### config.mk
export PLATFORM = sky130hd
export DESIGN_NAME = logic_sweep_ctrl
export DESIGN_NICKNAME = d
export VERILOG_FILES = /design/src/rtl/logic_sweep_ctrl.sv
export SDC_FILE = /design/constraint.sdc
export NUM_CORES = 1
export LEC_CHECK = 0
export ABC_AREA = 0
export CELL_PAD_IN_SITES_DETAIL_PLACEMENT = 0
export CELL_PAD_IN_SITES_GLOBAL_PLACEMENT = 1
export CORE_MARGIN = 10
export CORE_UTILIZATION = 42
export DETAILED_ROUTE_END_ITERATION = 10
export DONT_BUFFER_PORTS = 1
export PLACE_DENSITY_LB_ADDON = 0.1
export SYNTH_ARGS = -nofsm -noshare
export SYNTH_HDL_FRONTEND = slang
export SYNTH_SLANG_ARGS = --single-unit
### constraint.sdc
create_clock -name clock -period 1.9 [get_ports clock]
set_clock_uncertainty 0.05 [all_clocks]
set_input_delay 0.38 -clock clock [delete_from_list [all_inputs] [get_ports clock]]
set_output_delay 0.38 -clock clock [all_outputs]
set_load 0.01 [all_outputs]
### src/rtl/logic_sweep_ctrl.sv
// logic_sweep_ctrl: self-test sequencer for a 4-input/2-output combinational block.
// On start, drives vectors 0..15 in ascending order. Each vector is held for SETTLE_CYCLES
// cycles and then sampled for one cycle. The sampled X/Y values are compared against the
// expected truth tables, and the sequencer reports pass, error count and first failing vector.
//
// Ports:
//   clock       system clock, rising edge
//   reset       synchronous active-high reset
//   start       level-sampled sweep request (acted on only in idle)
//   x_in, y_in  outputs of the logic block under test
//   vec_out     registered drive vector {A,B,C,D}
//   busy        high while a sweep is in progress
//   done        one-cycle pulse when a sweep completes
//   pass        sweep finished with zero mismatches; held until next accepted start
//   err_count   number of mismatching vectors (0..16)
//   fail_valid  at least one mismatch seen
//   first_fail  index of the first mismatching vector (valid when fail_valid=1)
module logic_sweep_ctrl #(
  parameter int unsigned SETTLE_CYCLES = 1,        // legal range 1..15
  parameter logic [15:0] EXP_X         = 16'hCF00, // bit i = expected X for vector i
  parameter logic [15:0] EXP_Y         = 16'h5CFC  // bit i = expected Y for vector i
) (
  input  logic       clock,
  input  logic       reset,
  input  logic       start,
  input  logic       x_in,
  input  logic       y_in,
  output logic [3:0] vec_out,
  output logic       busy,
  output logic       done,
  output logic       pass,
  output logic [4:0] err_count,
  output logic       fail_valid,
  output logic [3:0] first_fail
);

  typedef enum logic [1:0] {
    StIdle,
    StDrive,
    StSample,
    StDone
  } state_e;

  // Counter value seen on the last settle cycle of a vector.
  localparam logic [3:0] SettleLast = 4'(SETTLE_CYCLES - 1);

  state_e     state_q, state_d;
  logic [3:0] vec_q, vec_d;
  logic [3:0] cnt_q, cnt_d;
  logic [4:0] err_q, err_d;
  logic       fail_valid_q, fail_valid_d;
  logic [3:0] first_fail_q, first_fail_d;
  logic       pass_q, pass_d;
  logic       done_q, done_d;
  logic       mismatch;

  // A vector with both outputs wrong still counts as a single mismatch.
  assign mismatch = (x_in != EXP_X[vec_q]) || (y_in != EXP_Y[vec_q]);

  always_comb begin
    state_d      = state_q;
    vec_d        = vec_q;
    cnt_d        = cnt_q;
    err_d        = err_q;
    fail_valid_d = fail_valid_q;
    first_fail_d = first_fail_q;
    pass_d       = pass_q;
    done_d       = 1'b0;

    unique case (state_q)
      StIdle: begin
        if (start) begin
          state_d      = StDrive;
          vec_d        = 4'd0;
          cnt_d        = 4'd0;
          err_d        = 5'd0;
          fail_valid_d = 1'b0;
          first_fail_d = 4'd0;
          pass_d       = 1'b0;
        end
      end

      StDrive: begin
        cnt_d = cnt_q + 4'd1;
        if (cnt_q == SettleLast) begin
          state_d = StSample;
        end
      end

      StSample: begin
        if (mismatch) begin
          err_d = err_q + 5'd1;
          if (!fail_valid_q) begin
            fail_valid_d = 1'b1;
            first_fail_d = vec_q;
          end
        end
        if (vec_q != 4'd15) begin
          vec_d   = vec_q + 4'd1;
          cnt_d   = 4'd0;
          state_d = StDrive;
        end else begin
          // Last vector: verdict includes this final sample.
          state_d = StDone;
          done_d  = 1'b1;
          pass_d  = (err_d == 5'd0);
        end
      end

      StDone: begin
        vec_d   = 4'd0;
        state_d = StIdle;
      end

      default: begin
        state_d = StIdle;
      end
    endcase
  end

  always_ff @(posedge clock) begin
    if (reset) begin
      state_q      <= StIdle;
      vec_q        <= 4'd0;
      cnt_q        <= 4'd0;
      err_q        <= 5'd0;
      fail_valid_q <= 1'b0;
      first_fail_q <= 4'd0;
      pass_q       <= 1'b0;
      done_q       <= 1'b0;
    end else begin
      state_q      <= state_d;
      vec_q        <= vec_d;
      cnt_q        <= cnt_d;
      err_q        <= err_d;
      fail_valid_q <= fail_valid_d;
      first_fail_q <= first_fail_d;
      pass_q       <= pass_d;
      done_q       <= done_d;
    end
  end

  assign vec_out    = vec_q;
  assign busy       = (state_q == StDrive) || (state_q == StSample);
  assign done       = done_q;
  assign pass       = pass_q;
  assign err_count  = err_q;
  assign fail_valid = fail_valid_q;
  assign first_fail = first_fail_q;

endmodule

==> run metrics <==
status finished, final reports clean; flop and latch count out of synthesis 24; most frequent cells in the layout dfxtp_1 (23), nor2_1 (19), buf_4 (15); crit path time final 1.79 ns; first-pass GRT wire length 5270 microns; final period utilization 94.2%; worst rel slew slack between 70 and 80%; WP data arrival 1.98 ns; number of core rows 20; Min-Delay Path Depth 1; biggest area consumer among synthesized cells dfxtp_1; Antenna Nets Post-Route 0; final hold viol count 0; Syn Inst Count 150; R2R Setup Slk 0.11 ns; Bufs on Longest Clock Path 2; leakage 0.000601 uW; Slew @ Worst Pin 0.365 ns; diode count 0; Worst-path clk slew approximately 0.13 ns; vias per cell ~5.4; HPWL Detailed 2450 microns; sequential-to-total area share from yosys stat 35.8%; Die ar. 5850 sq um; Hold Buf Count CTS 0; Die Ht 76.5 microns; largest cells by area after synthesis dfxtp_1 (36%), ha_1 (8.4%), nor2_1 (5.3%); Pre-antenna DRT Iters 4; VDD IR max 0.000564 V; DRT Wirelength 3180 microns; final setup TNS 0 ns; Area growth syn-to-layout 15.7%; Inserted Clock Buffers 3; pwr dens ~1100 nW/um^2; crit path launch type flop; DRC viols 0; commonest non-fill, non-tap cell in the layout dfxtp_1; Util after Layout 50.8%; Cell Area, Synth 1340 sq um; chip width 76.5 microns; DRT iter0 DRCs 66; max_cap viols 0; core footprint between 3000 and 4000 sq um; Final Hold Slack between 0.07 and 0.08 ns; routed len/inst 15.5 microns; Initial Util 43.9%; Root Buffer clkbuf_4; Synth Area per Inst slightly below 9 sq um; gr usage total 10.8%; largest net degree at the start of global routing 23; r2r worst-path depth 6; Place WS -0.000965 ns; vias 1120; final worst slack between 0.1 and 0.15 ns; IO Count 22; CP endpoint kind flop; Syn Nets 164; gr ovfl total 0; IO Port Bufs 0; initial antenna violation count 0; Worst Path Class, Setup reg -> reg; setup bufs post-CTS 0; YS warnings 0; Placed Area 1470 sq um; Final Instance Area 1550 sq um; number of global-route vias before repair 1040; CTS Sinks 24; Synth cell types 44; top cell type's share of synthesized area 35.8%; clock tree from TritonCTS yes; fin. max-slew vios 0; Routability Congestion 0.786; layout cell share with drive strength beyond 1 22.8%; fmax 559 MHz; H-Tree Depth 1; Setup violations, final 0; Hold Path Class in -> reg; Worst-Skew Late Latency about 0.31 ns; CP required roughly 2.1 ns; Final #Nets approximately 180; Crit Path Max Fanout 5; unrepaired setup endpoints after global routing no
[final timing paths]
check	start	to
max	state_q[0]$_SDFFE_PP0P_	pass$_SDFFE_PP0P_
min	reset	err_count[2]$_SDFFE_PP0P_
max reg2reg	state_q[0]$_SDFFE_PP0P_	pass$_SDFFE_PP0P_
min reg2reg	first_fail[2]$_SDFFE_PP0P_	first_fail[2]$_SDFFE_PP0P_
[report_power, final]
| group | switching (uW) | internal (uW) | total [uW] |
|---|---|---|---|
| sequential | 43.9 | 552 | 596 |
| combinational | 464 | 354 | 818 |
| clock | 147 | 74.2 | 221 |
| total | 655 | 980 | 1640 |
[stage by stage]
| stage | power, uW | instances |
|---|---|---|
| 3_3_place_gp | 1330 | 203 |
| 3_5_place_dp | 1340 | 203 |
| 4_1_cts | 1580 | 206 |
| 6_report | 1640 | 206 |
| 2_1_floorplan | 1140 | 150 |
| 5_1_grt | 1770 | 206 |
[area by class of cell]
cell class | instances | area, sq um
multi-input combinational | 113 | 853
inverter | 7 | 26.3
sequential | 24 | 482
clock buffer | 3 | 22.5
fill | 317 | 1500
timing repair buffer | 15 | 113
tap | 44 | 55.1
[cell usage after synthesis]
master     number
a211oi_1        1
a211oi_2        1
a21o_1          2
a21oi_1        10
a221oi_2        1
a22oi_1         4
a311oi_1        3
a31oi_1         1
a32oi_1         1
a41oi_1         3
and3_4          1
and4_4          1
buf_2           1
buf_4           2
buf_6           1
clkbuf_1        2
dfxtp_1        24
ha_1            9
inv_1           7
mux2_2          1
mux2i_1         4
nand2_1        10
nand2_2         1
nand2b_1        1
nand3_1         6
nand4_1         1
nand4_4         1
nor2_1         19
nor2b_1         1
nor3_1          4
nor3b_1         1
nor3b_2         1
nor4b_1         1
o2111ai_1       1
o21ai_0         4
o21ai_1         1
o21bai_1        3
o31ai_1         1
o31ai_2         1
or2_1           1
or3b_2          1
or4_1           1
xnor2_1         4
xor2_1          5
[per-layer routing]
layer | GRT usage (%) | up-vias | routed length, microns
met4 | 3.90 | 0 | 12
met5 | 0 | - | 0
li1 | - | 571 | -
met2 | 16.8 | 24 | 1510
met3 | 4.60 | 2 | 281
met1 | 13.0 | 523 | 1380
[critical path, cell delays in order, from the launching register on]
cell and delay [ns]:
dfxtp_1 0.34, inv_1 0.13, ha_2 0.26, mux2i_2 0.34
a21oi_1 0.08, or3b_2 0.46, o31ai_2 0.07
[flip-flops by register name, indices dropped and copies added, names as in the netlist, named ones only]
register and flops:
fail_valid 1, err_count 5, vec_out 4, cnt_q 4
first_fail 4, state_q 2, done 1, pass 1
[cells by family (layout without fill, tap and decap cells)]
family	count (synthesis)	in the layout	synth area share, %
buffers and inverters	13	25	4.85
adders and majority gates	9	9	8.40
AOI/OAI and AO/OA	38	38	20.4
muxes	5	5	3.82
DFF	24	24	35.8
xor gates and xnor gates	9	9	5.88
and+or+nand+nor	52	52	20.8
[what timing repair did]
action | in CTS | in global routing
endpoints found under the setup margin | 1 | 15
pin swaps | 0 | 1
gates resized for setup | 1 | 11
(Power assumes the default switching activity.)
